==> config.mk <==
export PLATFORM = sky130hd
export DESIGN_NAME = reg_fifo_n
export DESIGN_NICKNAME = d
export VERILOG_FILES = /design/src/rtl/ring_fifo_pkg.sv /design/src/rtl/ring_wrap_ptr.sv /design/src/rtl/reg_fifo_n.sv
export SDC_FILE = /design/constraint.sdc
export NUM_CORES = 1
export LEC_CHECK = 0
export BUFFER_PORTS_ARGS = -buffer_cell sky130_fd_sc_hd__buf_4
export CAP_MARGIN = 20
export CORE_ASPECT_RATIO = 0.7
export CORE_UTILIZATION = 50
export CTS_BUF_LIST = sky130_fd_sc_hd__clkbuf_16
export DETAILED_ROUTE_END_ITERATION = 16
export PLACE_DENSITY = 0.75
export SYNTH_ARGS = -nofsm -noshare
export SYNTH_HDL_FRONTEND = slang
export SYNTH_HIERARCHICAL = 1
export SYNTH_SLANG_ARGS = --single-unit
==> constraint.sdc <==
create_clock -name clk -period 2 [get_ports clk]
set_input_delay 0.1 -clock clk [delete_from_list [all_inputs] [get_ports clk]]
set_output_delay 0.1 -clock clk [all_outputs]
set_load 0.02 [all_outputs]
==> src/rtl/ring_fifo_pkg.sv <==
// Shared definitions for the PtRing ring-stop FIFOs: width helpers, default
// geometry and the error-flag record also used by the multi-VC FIFO.
package ring_fifo_pkg;

  function automatic int unsigned clog2_min1(input int unsigned n);
    int unsigned w;
    w = 0;
    while ((32'd1 << w) < n) w = w + 1;
    if (w == 0) w = 1;
    return w;
  endfunction

  localparam int unsigned DEF_DEPTH = 4;
  localparam int unsigned DEF_PTR_W = clog2_min1(DEF_DEPTH);
  localparam int unsigned DEF_CNT_W = clog2_min1(DEF_DEPTH + 1);

  typedef struct packed {
    logic ovf;
    logic udf;
  } fifo_err_t;

endpackage

==> src/rtl/ring_wrap_ptr.sv <==
// Wrapping index counter 0..DEPTH-1; wraps by explicit compare so DEPTH
// need not be a power of two. Clear has priority over increment.
module ring_wrap_ptr
  import ring_fifo_pkg::*;
#(
  parameter int unsigned DEPTH = 4,
  localparam int unsigned PW = clog2_min1(DEPTH)
) (
  input  logic          clk,
  input  logic          rst,
  input  logic          iInc,
  input  logic          iClr,
  output logic [PW-1:0] oPtr
);

  localparam logic [PW-1:0] LAST = PW'(DEPTH - 1);

  logic [PW-1:0] ptr_q, ptr_d;

  always_comb begin
    ptr_d = ptr_q;
    if (iClr)      ptr_d = '0;
    else if (iInc) ptr_d = (ptr_q == LAST) ? '0 : ptr_q + PW'(1);
  end

  always_ff @(posedge clk or negedge rst) begin
    if (!rst) ptr_q <= '0;
    else      ptr_q <= ptr_d;
  end

  assign oPtr = ptr_q;

endmodule

==> src/rtl/reg_fifo_n.sv <==
// Parametrised register FIFO for ring-stop buffers: occupancy count,
// almost-full, synchronous flush, sticky overflow/underflow, FWFT or registered read.
module reg_fifo_n
  import ring_fifo_pkg::*;
#(
  parameter int unsigned WIDTH    = 8,
  parameter int unsigned DEPTH    = 4,
  parameter int unsigned AFULL_TH = 3,
  parameter int unsigned FWFT     = 1
) (
  input  logic                       clk,
  input  logic                       rst,
  input  logic                       iWrEn,
  input  logic [WIDTH-1:0]           iWrDat,
  input  logic                       iRdEn,
  input  logic                       iFlush,
  output logic                       oFul,
  output logic                       oEmpty,
  output logic                       oAlmFul,
  output logic [$clog2(DEPTH+1)-1:0] oCnt,
  output logic [DEPTH-1:0]           oDatVld,
  output logic [WIDTH-1:0]           oRdDat,
  output logic                       oRdVld,
  output logic                       oOvf,
  output logic                       oUdf
);

  localparam int unsigned PW = clog2_min1(DEPTH);
  localparam int unsigned CW = $clog2(DEPTH + 1);
  localparam logic [CW-1:0] DEPTH_C = CW'(DEPTH);

  logic [WIDTH-1:0] mem_q [DEPTH];
  logic [PW-1:0]    wr_ptr, rd_ptr;
  logic [CW-1:0]    cnt_q, cnt_d;
  fifo_err_t        err_q, err_d;
  logic             empty, full, rd_acc, wr_acc, wr_go, rd_go;
  logic [WIDTH-1:0] head;

  always_comb begin
    empty  = (cnt_q == '0);
    full   = (cnt_q == DEPTH_C);
    rd_acc = iRdEn & ~empty;
    // a pop in the same cycle frees the slot a write into a full FIFO needs
    wr_acc = iWrEn & (~full | rd_acc);
    wr_go  = wr_acc & ~iFlush;
    rd_go  = rd_acc & ~iFlush;

    cnt_d = cnt_q;
    if (iFlush)                cnt_d = '0;
    else if (wr_acc & ~rd_acc) cnt_d = cnt_q + CW'(1);
    else if (rd_acc & ~wr_acc) cnt_d = cnt_q - CW'(1);

    err_d = err_q;
    if (iFlush) begin
      err_d = '0;
    end else begin
      if (iWrEn & full & ~rd_acc) err_d.ovf = 1'b1;
      if (iRdEn & empty)          err_d.udf = 1'b1;
    end
  end

  always_ff @(posedge clk or negedge rst) begin
    if (!rst) begin
      cnt_q <= '0;
      err_q <= '0;
    end else begin
      cnt_q <= cnt_d;
      err_q <= err_d;
    end
  end

  always_ff @(posedge clk) begin
    if (wr_go) mem_q[wr_ptr] <= iWrDat;
  end

  ring_wrap_ptr #(.DEPTH(DEPTH)) u_wr_ptr (
    .clk (clk),
    .rst (rst),
    .iInc(wr_go),
    .iClr(iFlush),
    .oPtr(wr_ptr)
  );

  ring_wrap_ptr #(.DEPTH(DEPTH)) u_rd_ptr (
    .clk (clk),
    .rst (rst),
    .iInc(rd_go),
    .iClr(iFlush),
    .oPtr(rd_ptr)
  );

  assign head = mem_q[rd_ptr];

  always_comb begin
    oDatVld = '0;
    for (int unsigned k = 0; k < DEPTH; k++) oDatVld[k] = (32'(cnt_q) > k);
  end

  assign oEmpty  = empty;
  assign oFul    = full;
  assign oAlmFul = (32'(cnt_q) >= AFULL_TH);
  assign oCnt    = cnt_q;
  assign oOvf    = err_q.ovf;
  assign oUdf    = err_q.udf;

  generate
    if (FWFT != 0) begin : g_fwft
      // storage is not reset, so the head is masked to zero while empty
      assign oRdDat = empty ? '0 : head;
      assign oRdVld = ~empty;
    end else begin : g_regrd
      logic [WIDTH-1:0] rdat_q;
      logic             rvld_q;

      always_ff @(posedge clk or negedge rst) begin
        if (!rst) begin
          rdat_q <= '0;
          rvld_q <= 1'b0;
        end else begin
          rvld_q <= rd_go;
          if (rd_go) rdat_q <= head;
        end
      end

      assign oRdDat = rdat_q;
      assign oRdVld = rvld_q;
    end
  endgenerate

endmodule

Yosys cells after proc, flatten, opt, wreduce, memory -nomap -nowiden
Memories as Yosys holds them, arrays and structs flattened.
Cells that the tools add are included.
{"block": "word_totals", "mem_count": 1, "out_inout_bits": 21, "regBits": 9, "elab_cells": 54, "ramBits": 32, "input_bits": 13}
{"block": "op_classes", "eq_ne": 3, "n_mux": 15, "n_bitwise": 15, "order_cmp": 5, "reduce_logical": 6, "n_addsub": 4}
{"memory": "mem_q", "depth": 4, "width": 8, "rd": 1, "rd_clocked_by_memory_dff": 0, "wr": 1, "line_no": "reg_fifo_n.sv:32", "text": "logic [WIDTH-1:0] mem_q [DEPTH];"}
{"cell": "2-bit 2-to-1 mux", "count": 7}
{"cell": "1-bit bitwise AND", "count": 9}
{"cell": "3-bit 2-to-1 mux", "count": 3}
{"cell": "8-bit 2-to-1 mux", "count": 1}
{"cell": "2-bit nonzero test", "count": 4}
{"cell": "3-bit by 1-bit > comparator with 1-bit output (second input constant)", "count": 2}
{"cell": "3-bit by 2-bit > comparator with 1-bit output (second input constant)", "count": 2}
{"cell": "1-bit inverter", "count": 5}
{"cell": "2-bit by 1-bit adder with 2-bit output (second input constant)", "count": 2}
{"cell": "2-bit == test (second input constant)", "count": 2}
{"cell": "1-bit 2-to-1 mux", "count": 4}
{"cell": "3-bit by 1-bit adder with 3-bit output (second input constant)", "count": 1}
{"cell": "3-bit == test (second input constant)", "count": 1}
{"cell": "3-bit by 2-bit greater-or-equal comparator with 1-bit output (second input constant)", "count": 1}
{"cell": "3-bit zero test", "count": 1}
{"cell": "3-bit nonzero test", "count": 1}
{"cell": "3-bit by 1-bit subtractor with 3-bit output (second input constant)", "count": 1}
{"cell": "1-bit bitwise OR", "count": 1}

Logic depth before layout (Yosys ltp)
{"block": "depth", "depth_word": 10, "depth_mapped": 7, "mapped_depth_nobuf": 6}

Hierarchy
The synthesis kept the hierarchy.
{"mod": "reg_fifo_n", "area_per_inst_um2": 1796.7, "cells_each": 116, "instances": 1, "seq_area_each_um2": 1086.0}
{"mod": "ring_wrap_ptr", "area_per_inst_um2": 100.1, "cells_each": 8, "instances": 2, "seq_area_each_um2": 50.0}

Worst setup path after synthesis
OpenSTA, ideal clock, no wires.
{"block": "synth_timing", "path_type": "register to register", "startpoint": "register cnt_q[1], in the netlist oCnt[1]", "endpoint": "memory mem_q[0][0], enable pin", "setup_time_ns": 0.370, "t_required_ns": 1.630, "arrival_time_ns": 1.808, "slack_ns": -0.178, "period_less_slack_ns": 2.178, "n_path_buf": 0, "path_stages_with_launch": 6, "cell_sequence": "dfrtp_1 -> inv_1 -> ha_1 -> and3b_1 -> nor3_4 -> nor3b_2"}
{"block": "synth_via", "elab_chain_len": 8}
{"item": "start: declaration", "line_no": "reg_fifo_n.sv:34", "text": "logic [CW-1:0] cnt_q, cnt_d;"}
{"item": "start signal: assignment", "line_no": "reg_fifo_n.sv:67", "text": "cnt_q <= cnt_d;"}
{"item": "3-bit zero test", "line_no": "reg_fifo_n.sv:40", "text": "empty = (cnt_q == '0);"}
{"item": "1-bit inverter", "line_no": "reg_fifo_n.sv:42", "text": "rd_acc = iRdEn & ~empty;"}
{"item": "1-bit bitwise AND", "line_no": "reg_fifo_n.sv:42"}
{"item": "1-bit bitwise OR *", "line_no": "reg_fifo_n.sv:44", "text": "wr_acc = iWrEn & (~full | rd_acc);"}
{"item": "1-bit bitwise AND *", "line_no": "reg_fifo_n.sv:44"}
{"item": "1-bit bitwise AND *", "line_no": "reg_fifo_n.sv:45", "text": "wr_go = wr_acc & ~iFlush;"}
{"item": "net wr_go", "line_no": "reg_fifo_n.sv:36", "text": "logic empty, full, rd_acc, wr_acc, wr_go, rd_go;"}
{"item": "1-bit 2-to-1 mux *", "line_no": "reg_fifo_n.sv:73", "text": "if (wr_go) mem_q[wr_ptr] <= iWrDat;"}
{"item": "1-bit 2-to-1 mux (not written as such) *", "line_no": "reg_fifo_n.sv:73"}
{"item": "end: declaration", "line_no": "reg_fifo_n.sv:32"}
The timed path passes the listed nets; every way through them passes the cells marked *.

Worst setup path after layout
{"block": "layout_timing", "startpoint": "register cnt_q[0], in the netlist oCnt[0]", "endpoint": "memory mem_q[3][0], enable pin"}
The elaborated chain is that of the path after synthesis.

==> run_results.csv <==
group,metric,value,unit
timing,hold_ws,24.1,ps
clock_tree,cts_tree,"yes",
timing,rsz0062_at_grt,"no",
hold_path,hold_end,"mem_q[2][4]",
synth,netlist_area,0.00200,sq mm
grt,busiest_layer,"met2",
synth,avgSynthCellArea,15.1,sq um
synth,ys_async_sr_fraction,0.220,
synth,syn_nets,153,
final_layout,n_fill_cell,243,
routing,drc_errors,0,
clock_tree,clock_tree.htree_level_count,2,
synth,synth_edf_count,32,
timing,relSlewSlack,0.705,
pwr,power.total,2.90,mW
pwr,peakVddDrop,0.788,mV
routing,ant_nets,0,
timing,fin_crit_sh,0.933,
floorplanning,dieHeight,54.9,microns
pwr,p_leak,1.03,nW
setup_path,reg2reg_to,"mem_q[3][0]",
pwr,switching_share,0.308,
final_layout,fin_util,0.687,
setup_path,slowest_stage,"and3_1",
pwr,switching_power,0.893,mW
timing,setup-violations-final,0,
setup_path,crit_chain,"inv_1, ha_1, and3b_1, nor3_4, and3_1",
hold_path,hold_path_depth,1,
pwr,power_frac_comb,0.356,
outcome,status,"finished clean",
setup_path,critPathTopFamily,"simple AND/OR/NAND/NOR gates",
setup_path,max_stage_delay,440,ps
timing,slew_violations,0,
hold_path,worstHoldPathType,"in2reg",
setup_path,path_max_fanout,8,
setup_path,criticalPathCategory,"reg2reg",
setup_path,startpoint,"oCnt[0]",
pwr,clkPwrFrac,0.298,
routing,vias,1196,
synth,synth_ff_type,"edfxtp_1",
final_layout,finalNonFillerCells,226,
final_layout,fin_area,0.00252,sq mm
setup_path,r2r_cells,5,
floorplanning,die_area,0.00425,sq mm
timing,setup-tns-final,0,ps
setup_path,cp-start-kind,"register",
placed_design,port-buffer-count,33,
clock_tree,clock_sinks,41,
grt,gr-usage-met1,0.262,
timing,finClkSkew,3.30,ps
run,cap_violations,0,
floorplanning,core-area,0.00367,sq mm
clock_tree,clk_latency,280,ps
grt,grt_pass1_wl,5770,microns
grt,grt_start_max_net_pins,14,
synth,synth-seq-area-share,0.594,
placed_design,gp_congestion,0.717,
final_layout,drive_gt1_frac,0.420,
setup_path,rr_startpoint,"oCnt[0]",
placed_design,placed_cells,217,
clock_tree,path_clk_slew,60,ps
final_layout,finalNetCount,196,
floorplanning,placementRows,18,
routing,drt_iter0_drc,90,
pwr,power_density,1150,mW/mm^2
setup_path,crit_arrival,1800,ps
setup_path,required,1930,ps
grt,grt_use_met2,0.313,
routing,routedWlPerCell,16.2,microns
floorplanning,die_w,77.5,microns
routing,vias_per_cell,5.29,
setup_path,cp_num_buf_inv,1,
synth,synth.top_cell.area_share,0.481,
clock_tree,numCtsBuffers,5,
placed_design,hpwl,2660,microns
placed_design,dpl_cell_area,0.00234,sq mm
timing,setup_ws,134,ps
grt,grtUsageMet3,0.0550,
pwr,internal_power,2.01,mW
pwr,p_seq_frac,0.346,
floorplanning,initial_core_util,0.544,
synth,ys_warn_count,6,
synth,yosysTopAreaCell,"edfxtp_1",
clock_tree,cts_buffer_depth,2,
synth,ys_ff_latch,41,
floorplanning,io_pins,34,
grt,gr-total-overflow,0,
grt,grt_pass1_vias,1161,
final_layout,area_growth,26.3,%
synth,yosys-top-cells-area,"edfxtp_1 48%, dfrtp_1 11%, mux4_2 9.0%",
timing,hold_violations,0,
routing,postRouteWirelength,3660,microns
placed_design,place_ws,158,ps
timing,fin_crit,1870,ps
setup_path,critical_path.endpoint_type,"register",
grt,antenna_found_initial,0,
synth,synthCells,132,
clock_tree,clockRootBuffer,"clkbuf_16",
synth,ys_types,34,
grt,grt.total_usage,0.197,
timing,tightest_slew,443,ps
setup_path,r2r_slack,130,ps
timing,max_freq,0.536,GHz
final_layout,diodes,0,
routing,drt_pass1_iterations,4,
hold_path,worstHoldStart,"iWrDat[4]",
==> state kept, by name, indices dropped and copies added, names as in the netlist <==
signal	count
u_rd_ptr/oPtr	2
u_wr_ptr/oPtr	2
mem_q	32
oCnt	3
oUdf	1
oOvf	1
==> worst max path at each step <==
| stage | to | slack [ps] | cells past startpoint |
|---|---|---|---|
| 2_1_floorplan | u_rd_ptr/oPtr[0] | 30 | 7 |
| 3_3_place_gp | mem_q[1][0] | 240 | 5 |
| 5_1_grt | mem_q[1][0] | 9 | 5 |
| 4_1_cts | oDatVld[0] | 100 | 7 |
| 3_5_place_dp | mem_q[1][0] | 160 | 5 |
| 6_report | mem_q[3][0] | 130 | 5 |
==> timing repair <==
item | 4_1_cts | 5_1_grt
resized for setup | 1 | 1
endpoints found under the setup margin | 2 | 2
hold endpoints to repair | 9 | 0
setup buffers | 0 | 0
gates cloned | 0 | 0
hold buffers | 1 | 0
==> final cells by class <==
cell class / count / area (sq um) / area share
tap: 50 / 62.6 / 0.0248
sequential: 41 / 1190 / 0.472
clock inverter: 3 / 37.5 / 0.0149
clock buffer: 5 / 125 / 0.0496
inverter: 7 / 26.3 / 0.0104
timing repair buffer: 43 / 342 / 0.135
multi-input combinational: 77 / 739 / 0.293
==> worst reg2reg max path, stage by stage (launching register included) <==
cell,delay [ps]
dfrtp_2,360
inv_1,80
ha_1,210
and3b_1,210
nor3_4,210
and3_1,440
==> power by group through the flow <==
stage / logic [mW] / clock network, mW / registers (mW)
floorplan: 0.637 / 0 / 1.05
global placement: 1.00 / 0 / 1.02
detailed placement: 1.02 / 0 / 1.02
CTS: 1.03 / 0.878 / 1.01
global route: 1.11 / 0.917 / 1.01
finish: 1.03 / 0.864 / 1.00
==> cell usage in the layout, fill, tap and decap left out, drive strengths merged, types with 2 or more instances in the layout <==
master / instances
a211oi: 2
a21oi: 8
and3b: 2
buf: 42
clkbuf: 5
clkinv: 2
dfrtp: 9
edfxtp: 32
ha: 8
inv: 7
mux2i: 3
mux4: 8
nand2: 3
nand2b: 3
nand3: 3
nor2: 7
nor2b: 9
nor3: 5
nor3b: 2
o21ai: 6
or3b: 2
==> metal layers <==
layer	vias to the layer above	wire length, microns
met3	4	119
met1	594	1720
met2	18	1780
li1	580	-
met4	0	40
met5	-	0
==> cells in the mapped netlist, types with 3 or more instances <==
library cell / instances
a21oi_1: 6
buf_4: 3
dfrtp_1: 9
edfxtp_1: 32
ha_1: 8
inv_1: 6
mux2i_1: 3
mux4_2: 8
nand2_1: 3
nand2b_1: 3
nand3_1: 3
nor2_1: 7
nor2b_4: 7
nor3_1: 4
o21ai_0: 4
==> logic make-up after synthesis <==
kind of cell,after synthesis,synth area share
flip-flops,41,0.594
AND/OR/NAND/NOR,39,0.149
AO/OA/AOI/OAI,19,0.0614
buffers and inverters,14,0.0401
multiplexers,11,0.105
adder cells (fa/ha/maj),8,0.0501
(Power assumes the default switching activity.)
